==> src/rtl/uart_rx_deframer.sv <==
// rtl/uart_rx_deframer.sv - UART receive deframer: start detect, mid-bit sampling,
// optional parity, stop check, and a valid/ready byte output with error flags.
module uart_rx_deframer #(
  parameter int BAUD_DIV = 868,
  parameter int PARITY   = 0
) (
  input  logic       clk,
  input  logic       rst_n,
  input  logic       rxd_filtered,
  output logic [7:0] rx_data,
  output logic       rx_valid,
  input  logic       rx_ready,
  output logic       rx_frame_err,
  output logic       rx_parity_err,
  output logic       rx_overrun,
  output logic       rx_busy
);

  localparam int CW = (BAUD_DIV > 1) ? $clog2(BAUD_DIV) : 1;
  localparam logic [CW-1:0] HALF_LOAD = CW'(BAUD_DIV / 2 - 1);
  localparam logic [CW-1:0] FULL_LOAD = CW'(BAUD_DIV - 1);
  localparam logic          ODD_PAR   = (PARITY == 1);

  typedef enum logic [2:0] {
    S_IDLE,
    S_START,
    S_DATA,
    S_PARITY,
    S_STOP,
    S_BREAK
  } state_t;

  state_t        state;
  logic          rxd_prev;
  logic [CW-1:0] cnt;
  logic [2:0]    bit_idx;
  logic [7:0]    shreg;
  logic          par_err;
  logic          start_cond;
  logic          strobe;
  logic          counting;

  assign start_cond = (state == S_IDLE) & rxd_prev & ~rxd_filtered;
  assign strobe     = (cnt == '0);
  assign counting   = (state != S_IDLE) && (state != S_BREAK);
  assign rx_busy    = (state != S_IDLE);

  always_ff @(posedge clk or negedge rst_n) begin
    if (!rst_n) begin
      rxd_prev <= 1'b1;
    end else begin
      rxd_prev <= rxd_filtered;
    end
  end

  // First sample lands half a bit after the edge, every later one a full bit apart.
  always_ff @(posedge clk or negedge rst_n) begin
    if (!rst_n) begin
      cnt <= '0;
    end else if (start_cond) begin
      cnt <= HALF_LOAD;
    end else if (counting) begin
      cnt <= strobe ? FULL_LOAD : cnt - CW'(1);
    end
  end

  always_ff @(posedge clk or negedge rst_n) begin
    if (!rst_n) begin
      state         <= S_IDLE;
      bit_idx       <= '0;
      shreg         <= '0;
      par_err       <= 1'b0;
      rx_data       <= '0;
      rx_valid      <= 1'b0;
      rx_frame_err  <= 1'b0;
      rx_parity_err <= 1'b0;
      rx_overrun    <= 1'b0;
    end else begin
      rx_overrun <= 1'b0;
      if (rx_valid && rx_ready) begin
        rx_valid <= 1'b0;
      end
      case (state)
        S_IDLE: begin
          if (start_cond) begin
            state <= S_START;
          end
        end
        S_START: begin
          if (strobe) begin
            if (rxd_filtered) begin
              state <= S_IDLE;
            end else begin
              state   <= S_DATA;
              bit_idx <= '0;
              par_err <= 1'b0;
            end
          end
        end
        S_DATA: begin
          if (strobe) begin
            shreg   <= {rxd_filtered, shreg[7:1]};
            bit_idx <= bit_idx + 3'd1;
            if (bit_idx == 3'd7) begin
              state <= (PARITY != 0) ? S_PARITY : S_STOP;
            end
          end
        end
        S_PARITY: begin
          if (strobe) begin
            par_err <= ((^shreg) ^ rxd_filtered) != ODD_PAR;
            state   <= S_STOP;
          end
        end
        S_STOP: begin
          if (strobe) begin
            // A completion takes precedence over the plain accept above.
            if (!rx_valid || rx_ready) begin
              rx_data       <= shreg;
              rx_frame_err  <= ~rxd_filtered;
              rx_parity_err <= par_err;
              rx_valid      <= 1'b1;
            end else begin
              rx_overrun <= 1'b1;
            end
            state <= rxd_filtered ? S_IDLE : S_BREAK;
          end
        end
        S_BREAK: begin
          if (rxd_filtered) begin
            state <= S_IDLE;
          end
        end
        default: state <= S_IDLE;
      endcase
    end
  end

endmodule

==> config.mk <==
export PLATFORM = sky130hd
export DESIGN_NAME = uart_rx_deframer
export DESIGN_NICKNAME = d
export VERILOG_FILES = /design/src/rtl/uart_rx_deframer.sv
export SDC_FILE = /design/constraint.sdc
export NUM_CORES = 1
export LEC_CHECK = 0
export BUFFER_PORTS_ARGS = -buffer_cell sky130_fd_sc_hd__buf_2
export CAP_MARGIN = 20
export CORE_AREA = 2 2 68 70
export CTS_BUF_LIST = sky130_fd_sc_hd__clkbuf_8
export CTS_CLUSTER_SIZE = 28
export DETAILED_ROUTE_END_ITERATION = 7
export DIE_AREA = 0 0 70 72
export PLACE_DENSITY = 0.68
export SETUP_SLACK_MARGIN = 0.05
export SYNTH_ARGS = -nofsm -noshare
export SYNTH_HDL_FRONTEND = slang
export SYNTH_SLANG_ARGS = --single-unit
==> constraint.sdc <==
create_clock -name clk -period 3.6 [get_ports clk]
set_clock_uncertainty 0.2 [all_clocks]
set_input_delay 0.54 -clock clk [delete_from_list [all_inputs] [get_ports clk]]
set_output_delay 0.54 -clock clk [all_outputs]
set_load 0.01 [all_outputs]
==> results.toml <==
[global_routing]
grt_pass1_vias = 1271
antenna_found_initial = 0
overflow = 0
grt_util_all_layers_pct = 15.35
grt_max_degree = 39
grt_pass1_wl_mm = 6.023

[worst_setup_path]
reg2reg_slack_ns = 0.69
startpoint = "cnt[0]"
crit_fanout = 10
critPathLaunchType = "register"
end_kind = "register"
cp.required_ns = 3.58
worstReg2RegStart = "cnt[0]"
cp.arrival_ns = 2.88
critPathKind = "register to register"

[routing]
drt_iter0_drc = 40
dr_total_vias = 1320
vias_per_cell = 5.388
drc = 0
firstDrtPassIters = 4
wl_mm = 3.420
routedWlPerCell_um = 13.96
drtAntennaViolNets = 0

[yosys]
synth_top_area_share_pct = 50.00
synth_mux_area_share_pct = 10.34
synth.area.top_cells = "dfrtp_1, mux2_2, o21ai_0, xnor2_1, nand2_1"
synth_cell_type_count = 38
yosysSeqAreaShare_pct = 51.42
synth.avg_cell_area_um2 = 10.64
synth_area_um2 = 1852
synth_compound_area_share_pct = 12.70
synth_cells = 174
synth-seq-cells = 38
ys_warn_count = 0
synth_area_leader_cell = "dfrtp_1"
synth_fa_ha_area_share_pct = 2.027
synth-xor-area-share_pct = 4.730
synthSimpleGateAreaFrac_pct = 15.61
synth_top_family_by_area = "simple AND/OR/NAND/NOR gates"
syn-num-nets = 181

[clock_tree]
hold_buffers = 0
cts_setup_buffers = 0
numCtsBuffers = 5
post_cts_resized = 0
clk_pin_slew_ns = 0.07
clock_latency_ns = 0.29
clock-root-buffer = "clkbuf_8"
cts_tree = "yes"
cts_buffer_depth = 2
h-tree-depth = 2
cts.sinks = 38

[min_path]
hp-class = "primary input to async pin"

[cells_and_area]
stdcell_count = 245
antenna_cells = 0
nets = 199
syn2layout_area_growth_pct = 14.59
drive_gt1_share_pct = 26.94

[place]
dp.cells = 237
place_ws_ns = 0.6991
io_buffers = 16
routabilityCongestion = 0.8580
dp_hpwl_mm = 2.390

[power]
p_seq_share_pct = 43.7
power.leakage_nw = 0.9747
p_total_mw = 1.252
netSwitchingPower_uw = 363.9
swShare_pct = 29.07
vdd_drop_max_uv = 202.7
pwr_density_cell_nw_per_um2 = 589.9
internal-power_uw = 887.9
combPwrFrac_pct = 20.8
pwr-share-clk_pct = 35.4

[die]
initial_core_util_pct = 43.43
num_rows = 24
pin_count = 17
die_w_um = 70
dieArea_um2 = 5040
die_h_um = 72
core_area_um2 = 4264

[timing]
max_freq_ghz = 0.3440
hold_viol = 0
drv_slew = 0
rsz0062_at_grt = "false"
fin_ws_ns = 0.6934
worst_pin_slew_ns = 0.8212
post-route-period-util_pct = 80.74
tns_ns = 0
relSlewSlack_pct = 45.25
fin_crit_ns = 2.907
final-setup-viol-count = 0

[flow_run]
drv_cap = 0

[outcome]
status = "finished clean"
==> cells by family after synthesis <==
group                    count (synthesis)
AND/OR/NAND/NOR                         55
buffers and inverters                   13
adder cells (fa/ha/maj)                  3
multiplexers                            17
XOR/XNOR                                10
AO/OA/AOI/OAI                           38
flip-flops                              38
==> critical path: stages, from the launching register on <==
cell,delay (ns)
dfrtp_1,0.37
inv_1,0.09
ha_1,0.19
or4b_4,0.49
or4b_1,0.66
nor3b_2,0.23
buf_4,0.21
mux2_2,0.35
==> layout by cell type, fill, tap and decap left out, drive strengths merged <==
master	Yosys	final
o21ai	15	15
nand2	16	16
a32oi	1	1
nor2b	1	1
a21oi	6	6
o22a	1	1
a22o	1	1
a21bo	1	1
nand3	7	7
o211ai	2	2
a21boi	1	1
nor4b	2	2
nor2	11	11
or3	3	3
inv	5	5
ha	3	3
o22ai	1	1
xnor2	8	8
a22oi	1	1
dfrtp	37	37
nor3b	1	1
a31oi	3	3
buf	3	19
mux2	17	17
nand2b	4	4
xor2	2	2
or2	3	3
clkbuf	5	6
nor4	1	1
nor3	3	3
and3	1	1
or4b	2	2
bufinv	0	2
dfstp	1	1
o31ai	4	4
o41ai	1	1
==> per-layer routing <==
layer / track usage [%] / wire [µm]
met2: 22.54 / 1602
met5: 0 / 0
met4: 6.624 / 57
met1: 21.20 / 1608
met3: 4.722 / 152
==> layout make-up <==
class / count / area [µm²]
well taps: 52 / 65.06
fillers: 381 / 2142
clock buffers: 6 / 82.58
flip-flops and latches: 38 / 952.2
clock inverters: 2 / 60.06
repair buffers: 19 / 102.6
inverters: 5 / 18.77
multi-input cells: 123 / 840.8
==> metrics by stage <==
step / instance area, µm² / utilization (%) / hold slack (ns)
finish: 2122 / 49.77 / 0.1435
global route: 2122 / 49.77 / 0.1880
CTS: 2122 / 49.77 / 0.1765
detailed placement: 1979 / 46.42 / 0.2911
global placement: 1979 / 46.42 / 0.2859
floorplan: 1852 / - / 0.04441
==> state kept, by name, indices dropped and copies added, names as in the netlist <==
signal,cells
state,3
rxd_prev,1
par_err,1
rx_data,8
shreg,8
bit_idx,3
rx_frame_err,1
rx_overrun,1
rx_parity_err,1
rx_valid,1
cnt,10
==> worst paths after layout <==
| kind | end | cells past startpoint |
|---|---|---|
| worst max-delay path | rx_frame_err | 7 |
| worst min-delay path | cnt[3] | 1 |
| worst max register to register | rx_frame_err | 7 |
| worst min register to register | rx_data[3] | 1 |
| max in group asynchronous | shreg[5] | 1 |
| min in group clk | rxd_prev | 1 |
==> power groups by stage <==
| stage | combinational (mW) | sequential, mW | clock (mW) |
|---|---|---|---|
| after floorplan | 0.220 | 0.520 | 0 |
| after global placement | 0.256 | 0.555 | 0 |
| after detailed placement | 0.263 | 0.555 | 0 |
| after CTS | 0.265 | 0.546 | 0.459 |
| after global routing | 0.304 | 0.559 | 0.479 |
| final | 0.261 | 0.547 | 0.444 |
==> cells in the mapped netlist, drive strengths merged <==
master  number
dfrtp       37
mux2        17
nand2       16
o21ai       15
nor2        11
xnor2        8
nand3        7
a21oi        6
clkbuf       5
inv          5
nand2b       4
o31ai        4
a31oi        3
buf          3
ha           3
nor3         3
or2          3
or3          3
nor4b        2
o211ai       2
or4b         2
xor2         2
a21bo        1
a21boi       1
a22o         1
a22oi        1
a32oi        1
and3         1
dfstp        1
nor2b        1
nor3b        1
nor4         1
o22a         1
o22ai        1
o41ai        1
(Power assumes the default switching activity.)
